## config.mk

```make
export PLATFORM = sky130hd
export DESIGN_NAME = id_ex_stage
export DESIGN_NICKNAME = d
export VERILOG_FILES = /design/src/rtl/id_ex_pkg.sv /design/src/rtl/pipe_skid_buf.sv /design/src/rtl/id_ex_stage.sv
export SDC_FILE = /design/constraint.sdc
export NUM_CORES = 1
export LEC_CHECK = 0
export ABC_CLOCK_PERIOD_IN_PS = 1600
export BUFFER_PORTS_ARGS = -buffer_cell sky130_fd_sc_hd__buf_4
export CORE_MARGIN = 1
export CORE_UTILIZATION = 50
export DETAILED_ROUTE_END_ITERATION = 10
export GPL_ROUTABILITY_DRIVEN = 0
export HOLD_SLACK_MARGIN = 0.1
export PLACE_DENSITY = 0.81
export SLEW_MARGIN = 20
export SYNTH_ARGS = -nofsm -noshare
export SYNTH_HDL_FRONTEND = slang
export SYNTH_SLANG_ARGS = --single-unit
```

## constraint.sdc

```tcl
create_clock -name clk -period 1.6 [get_ports clk]
set_input_delay 0.08 -clock clk [delete_from_list [all_inputs] [get_ports clk]]
set_output_delay 0.08 -clock clk [all_outputs]
set_load 0.1 [all_outputs]
```

## src/rtl/id_ex_pkg.sv

```systemverilog
// Shared ALU NOP encodings, default widths and the ID->EX payload type.
package id_ex_pkg;

  localparam int unsigned DATA_W_DEF   = 32;
  localparam int unsigned ADDR_W_DEF   = 5;
  localparam int unsigned ALUOP_W_DEF  = 8;
  localparam int unsigned ALUSEL_W_DEF = 3;

  localparam logic [ALUSEL_W_DEF-1:0] ALU_SEL_NOP = 3'b000;
  localparam logic [ALUOP_W_DEF-1:0]  ALU_NOP     = 8'h00;

  typedef struct packed {
    logic [ALUSEL_W_DEF-1:0] alusel;
    logic [ALUOP_W_DEF-1:0]  aluop;
    logic [DATA_W_DEF-1:0]   reg1;
    logic [DATA_W_DEF-1:0]   reg2;
    logic [DATA_W_DEF-1:0]   pc;
    logic [ADDR_W_DEF-1:0]   waddr;
    logic                    wen;
  } id_ex_payload_t;

endpackage

```

## src/rtl/pipe_skid_buf.sv

```systemverilog
// Generic two-entry skid buffer: registered valid/ready on both sides, flush empties it.
module pipe_skid_buf #(
  parameter int unsigned      WIDTH   = 8,
  parameter logic [WIDTH-1:0] RST_VAL = '0
) (
  input  logic             clk,
  input  logic             rst,
  input  logic             flush,
  input  logic             in_valid,
  output logic             in_ready,
  input  logic [WIDTH-1:0] in_data,
  output logic             out_valid,
  input  logic             out_ready,
  output logic [WIDTH-1:0] out_data
);

  typedef enum logic [1:0] {EMPTY = 2'd0, ONE = 2'd1, FULL = 2'd2} state_e;

  state_e           state_q, state_d;
  logic [WIDTH-1:0] main_q, main_d;
  logic [WIDTH-1:0] skid_q, skid_d;
  logic             in_ready_q, in_ready_d;
  logic             out_valid_q, out_valid_d;
  logic             accept_in;

  assign accept_in = in_valid & in_ready_q;

  // Main register feeds the output; skid catches the one entry accepted after out_ready drops.
  always_comb begin
    state_d = state_q;
    main_d  = main_q;
    skid_d  = skid_q;
    case (state_q)
      EMPTY: begin
        if (accept_in) begin
          main_d  = in_data;
          state_d = ONE;
        end
      end
      ONE: begin
        if (out_ready) begin
          if (accept_in) main_d = in_data;
          else           state_d = EMPTY;
        end else if (accept_in) begin
          skid_d  = in_data;
          state_d = FULL;
        end
      end
      FULL: begin
        if (out_ready) begin
          main_d  = skid_q;
          state_d = ONE;
        end
      end
      default: state_d = EMPTY;
    endcase
    if (flush) state_d = EMPTY;
    in_ready_d  = (state_d != FULL);
    out_valid_d = (state_d != EMPTY);
  end

  always_ff @(posedge clk or negedge rst) begin
    if (!rst) begin
      state_q     <= EMPTY;
      main_q      <= RST_VAL;
      skid_q      <= '0;
      in_ready_q  <= 1'b1;
      out_valid_q <= 1'b0;
    end else begin
      state_q     <= state_d;
      main_q      <= main_d;
      skid_q      <= skid_d;
      in_ready_q  <= in_ready_d;
      out_valid_q <= out_valid_d;
    end
  end

  assign in_ready  = in_ready_q;
  assign out_valid = out_valid_q;
  assign out_data  = main_q;

endmodule

```

## src/rtl/id_ex_stage.sv

```systemverilog
// ID->EX pipeline stage around a skid buffer; define ID_EX_PERF_CNT_EN for stall/bubble counters.
module id_ex_stage
  import id_ex_pkg::*;
#(
  parameter int unsigned DATA_W   = DATA_W_DEF,
  parameter int unsigned ADDR_W   = ADDR_W_DEF,
  parameter int unsigned ALUOP_W  = ALUOP_W_DEF,
  parameter int unsigned ALUSEL_W = ALUSEL_W_DEF
) (
  input  logic                clk,
  input  logic                rst,
  input  logic                flush,
  input  logic                in_valid,
  output logic                in_ready,
  input  logic [ALUSEL_W-1:0] in_alusel,
  input  logic [ALUOP_W-1:0]  in_aluop,
  input  logic [DATA_W-1:0]   in_reg1,
  input  logic [DATA_W-1:0]   in_reg2,
  input  logic [DATA_W-1:0]   in_pc,
  input  logic [ADDR_W-1:0]   in_reg_write_addr,
  input  logic                in_reg_write_en,
  output logic                out_valid,
  input  logic                out_ready,
  output logic [ALUSEL_W-1:0] out_alusel,
  output logic [ALUOP_W-1:0]  out_aluop,
  output logic [DATA_W-1:0]   out_reg1,
  output logic [DATA_W-1:0]   out_reg2,
  output logic [DATA_W-1:0]   out_pc,
  output logic [ADDR_W-1:0]   out_reg_write_addr,
  output logic                out_reg_write_en
`ifdef ID_EX_PERF_CNT_EN
  ,output logic [31:0]        stall_cnt
  ,output logic [31:0]        bubble_cnt
`endif
);

  localparam int unsigned PAY_W  = ALUSEL_W + ALUOP_W + 3 * DATA_W + ADDR_W + 1;
  localparam int unsigned REST_W = PAY_W - ALUSEL_W - ALUOP_W;
  localparam logic [PAY_W-1:0] RST_PAY =
    {ALUSEL_W'(ALU_SEL_NOP), ALUOP_W'(ALU_NOP), {REST_W{1'b0}}};

  logic [PAY_W-1:0] pay_in, pay_out;
  logic             valid_w;
  logic             wen_raw;

  assign pay_in = {in_alusel, in_aluop, in_reg1, in_reg2, in_pc,
                   in_reg_write_addr, in_reg_write_en};

  pipe_skid_buf #(
    .WIDTH   (PAY_W),
    .RST_VAL (RST_PAY)
  ) u_skid (
    .clk       (clk),
    .rst       (rst),
    .flush     (flush),
    .in_valid  (in_valid),
    .in_ready  (in_ready),
    .in_data   (pay_in),
    .out_valid (valid_w),
    .out_ready (out_ready),
    .out_data  (pay_out)
  );

  assign {out_alusel, out_aluop, out_reg1, out_reg2, out_pc,
          out_reg_write_addr, wen_raw} = pay_out;

  // A bubble must never write back.
  assign out_valid        = valid_w;
  assign out_reg_write_en = wen_raw & valid_w;

`ifdef ID_EX_PERF_CNT_EN
  logic [31:0] stall_cnt_q, stall_cnt_d;
  logic [31:0] bubble_cnt_q, bubble_cnt_d;

  // Saturating event counters.
  always_comb begin
    stall_cnt_d  = stall_cnt_q;
    bubble_cnt_d = bubble_cnt_q;
    if (valid_w && !out_ready && (stall_cnt_q != '1)) stall_cnt_d  = stall_cnt_q + 32'd1;
    if (!valid_w && (bubble_cnt_q != '1))             bubble_cnt_d = bubble_cnt_q + 32'd1;
  end

  always_ff @(posedge clk or negedge rst) begin
    if (!rst) begin
      stall_cnt_q  <= '0;
      bubble_cnt_q <= '0;
    end else begin
      stall_cnt_q  <= stall_cnt_d;
      bubble_cnt_q <= bubble_cnt_d;
    end
  end

  assign stall_cnt  = stall_cnt_q;
  assign bubble_cnt = bubble_cnt_q;
`endif

endmodule
```

==> load_flow_metrics.sql <==
INSERT INTO impl_metrics (metric_group, metric, value, unit) VALUES
('worst_setup_path', 'r2r_end', 'u_skid.out_data[83]', ''),
('cts', 'later_pin_clock_latency_in_the_skew_report', '0.51', 'ns'),
('grt', 'grt_max_degree', '52', ''),
('floorplanning', 'start_util', '51.7', '%'),
('power_and_ir_drop', 'powerDensity', '1480', 'nW/µm²'),
('synthesis', 'netlist_instances', '736', ''),
('synthesis', 'portion_of_netlist_area_occupied_by_mux_cells', '37.0', '%'),
('final_layout', 'seq_area', '5760', 'µm²'),
('timing', 'fin_crit_sh', '117', '%'),
('power_and_ir_drop', 'total_leakage_power', '7.42', 'nW'),
('synthesis', 'postSynthNetCount', '854', ''),
('power_and_ir_drop', 'switchingPower', '9.10', 'mW'),
('timing', 'clock.fmax', '0.536', 'GHz'),
('grt', 'globalRouteMet1Util', '28.3', '%'),
('placed_design', 'postPlaceCellArea', '12800', 'µm²'),
('status', 'failed_checks', 'negative setup slack', ''),
('timing', 'setup_ws', '-0.267', 'ns'),
('grt', 'grt_first_pass_wirelength', '39900', 'µm'),
('final_layout', 'area_growth', '42.8', '%'),
('cts', 'ctsLongestPathBuffers', '3', ''),
('grt', 'gr-total-overflow', '0', ''),
('drt', 'drc', '0', ''),
('timing', 'unrepaired_setup_endpoints_after_global_routing', 'true', ''),
('final_layout', 'layout.filler_cells', '1283', ''),
('power_and_ir_drop', 'combPwrFrac', '41.0', '%'),
('synthesis', 'proportion_of_synthesized_chip_area_in_sequential_cells', '52.1', '%'),
('synthesis', 'synth-xor-area-share', '0', '%'),
('timing', 'worst_margin_pin_slew', '0.437', 'ns'),
('synthesis', 'compound_gate_fraction_of_synth_area', '0.340', '%'),
('timing', 'timing.hold.ws', '0.355', 'ns'),
('final_layout', 'final_cell_area', '15800', 'µm²'),
('power_and_ir_drop', 'irDropWorstVdd', '0.892', 'mV'),
('power_and_ir_drop', 'power.internal', '14.3', 'mW'),
('synthesis', 'synth_area_per_cell', '15.0', 'µm²'),
('power_and_ir_drop', 'netSwitchingFraction', '39.0', '%'),
('grt', 'initial_antenna_violation_count', '1', ''),
('floorplanning', 'std_cell_rows', '53', ''),
('power_and_ir_drop', 'power.total', '23.4', 'mW'),
('synthesis', 'largest_family_of_logic_cells_by_synthesized_area', 'multiplexers', ''),
('cts', 'cts_inserted_buffers', '24', ''),
('floorplanning', 'die-area', '22700', 'µm²'),
('timing', 'timing.final.hold_violations', '0', ''),
('hold_path', 'path_class_of_the_lowest_slack_min_delay_path', 'in -> reg', ''),
('worst_setup_path', 'critPathCaptureType', 'flop', ''),
('timing', 'final.min_clock_period', '1.87', 'ns'),
('worst_setup_path', 'worstSetupPathType', 'reg -> reg', ''),
('placed_design', 'port_buffers', '232', ''),
('grt', 'grt_use_total', '22.5', '%'),
('floorplanning', 'placeableCoreArea', '21400', 'µm²'),
('synthesis', 'post_synth_instance_area', '11000', 'µm²'),
('cts', 'cts.sinks', '230', ''),
('cts', 'cts_root_buffer', 'sky130_fd_sc_hd__clkbuf_16', ''),
('power_and_ir_drop', 'clock_network_power_share', '23.3', '%'),
('final_layout', 'fin_cells', '1326', ''),
('worst_setup_path', 'setup.worst_path.start_class', 'flop', ''),
('timing', 'slew_viol_final', '0', ''),
('floorplanning', 'fp.dieH', '151', 'µm'),
('status', 'status', 'finished, violations left', ''),
('timing', 'slew_headroom', '70.9', '%'),
('timing', 'finalSetupViolCount', '226', ''),
('grt', 'grt_pass1_vias', '7420', ''),
('placed_design', 'numPlacedInstances', '1127', ''),
('power_and_ir_drop', 'seqPwrFrac', '35.7', '%'),
('cts', 'tritoncts', 'done', ''),
('synthesis', 'post_synth_and_or_nand_nor_area_fraction', '0.714', '%'),
('synthesis', 'yosys.cell_types.count', '23', ''),
('worst_setup_path', 'path_max_fanout', '7', ''),
('drt', 'postRouteWirelength', '28000', 'µm'),
('drt', 'ant_nets', '0', ''),
('cts', 'clk_pin_slew', '0.07', 'ns'),
('timing', 'clock_skew', '0.00931', 'ns');
==> power by group through the flow <==
stage	Clock, mW	Combinational, mW	Sequential [mW]
floorplan	0	7.79	8.04
global placement	0	8.53	8.22
detailed placement	0	8.66	8.29
CTS	5.55	9.05	8.23
global route	5.78	9.90	8.50
finish	5.44	9.59	8.33
==> state kept, by name, indices dropped and copies added (netlist names) <==
register and flops:
u_skid.out_data 113, u_skid.skid_q 113, u_skid.state_q 2, u_skid.in_ready 1, u_skid.out_valid 1
==> cells in the mapped netlist <==
master	count	area (µm²)
sky130_fd_sc_hd__dfstp_2	1	26.3
sky130_fd_sc_hd__nand2b_1	1	6.26
sky130_fd_sc_hd__buf_4	112	841
sky130_fd_sc_hd__and4bb_1	1	12.5
sky130_fd_sc_hd__mux2i_1	1	10.0
sky130_fd_sc_hd__dfrtp_1	229	5730
sky130_fd_sc_hd__and4b_1	1	10.0
sky130_fd_sc_hd__buf_2	24	120
sky130_fd_sc_hd__nor2b_1	2	12.5
sky130_fd_sc_hd__buf_6	8	90.1
sky130_fd_sc_hd__o221ai_1	1	8.76
sky130_fd_sc_hd__mux2_4	70	1050
sky130_fd_sc_hd__and2_1	1	6.26
sky130_fd_sc_hd__a211o_1	2	17.5
sky130_fd_sc_hd__a21oi_1	1	5.00
sky130_fd_sc_hd__inv_1	1	3.75
sky130_fd_sc_hd__nor3b_2	1	12.5
sky130_fd_sc_hd__mux2_2	269	3030
sky130_fd_sc_hd__or2_2	1	6.26
sky130_fd_sc_hd__nand4b_1	1	8.76
sky130_fd_sc_hd__clkbuf_1	6	22.5
sky130_fd_sc_hd__nand2_1	1	3.75
sky130_fd_sc_hd__o22ai_1	1	6.26
==> per-layer routing <==
layer,wire length (µm),vias up
met5,0,-
li1,-,3060
met3,1530,54
met1,11800,3517
met4,663,0
met2,14100,198
==> through the flow <==
stage          setup slack, ns  setup TNS, ns  util [%]
2_1_floorplan           -0.354         -70.68         -
3_3_place_gp            -0.196         -31.03      60.0
3_5_place_dp            -0.244         -37.33      60.0
4_1_cts                 -0.263         -44.44      70.4
5_1_grt                 -0.308         -59.53      73.8
6_report                -0.267         -49.35      73.8
==> worst max-delay path, cell delays in order (launching register included) <==
cell and delay, ns:
sky130_fd_sc_hd__dfstp_4 0.49, sky130_fd_sc_hd__and4bb_1 0.22, sky130_fd_sc_hd__a211o_4 0.38, sky130_fd_sc_hd__buf_12 0.18, sky130_fd_sc_hd__clkbuf_16 0.17, sky130_fd_sc_hd__mux2_4 0.30
==> how the worst max path moves through the flow <==
stage | startpoint | end | slack (ns) | cells past startpoint
after floorplan | u_skid.in_ready | u_skid.out_data[100] | -0.35 | 6
after global placement | u_skid.in_ready | u_skid.out_data[35] | -0.20 | 4
after detailed placement | u_skid.in_ready | u_skid.out_data[32] | -0.24 | 4
after CTS | u_skid.in_ready | u_skid.out_data[35] | -0.26 | 4
after global routing | u_skid.in_ready | u_skid.out_data[83] | -0.31 | 5
final | u_skid.in_ready | u_skid.out_data[83] | -0.27 | 5
==> final cells by class <==
class,instances,area share [%]
flip-flops and latches,230,36.5
multi-input cells,355,29.4
diodes,1,0.0159
inverters,1,0.0238
clock inverters,5,0.333
well taps,275,2.18
clock buffers,36,4.48
repair buffers,423,27.0
==> cells in the final DEF (no fill, tap or decap), drive strengths merged <==
cell and instances:
mux2 339, buf 291, dfrtp 229, dlygate4sd3 118, clkbuf 50, clkinv 3
nor2b 2, a211o 2, diode 1, and4bb 1, a21oi 1, nand2 1
mux2i 1, or2 1, o22ai 1, nand2b 1, nand4b 1, inv 1
o221ai 1, and2 1, nor3b 1, and4b 1, bufinv 1, clkinvlp 1
dfstp 1
==> what timing repair did <==
action,4_1_cts,5_1_grt
gates cloned,3,19
hold buffers,118,0
endpoints found under the setup margin,225,226
setup buffers,9,9
resized for setup,32,60
pin swaps,0,3
hold endpoints to repair,459,0
==> cells by family after synthesis <==
kind of cell | Yosys count
AO/OA/AOI/OAI | 5
buffers and inverters | 151
flip-flops | 230
multiplexers | 340
AND/OR/NAND/NOR | 10
No activity file was read; power rests on OpenSTA's default activity.
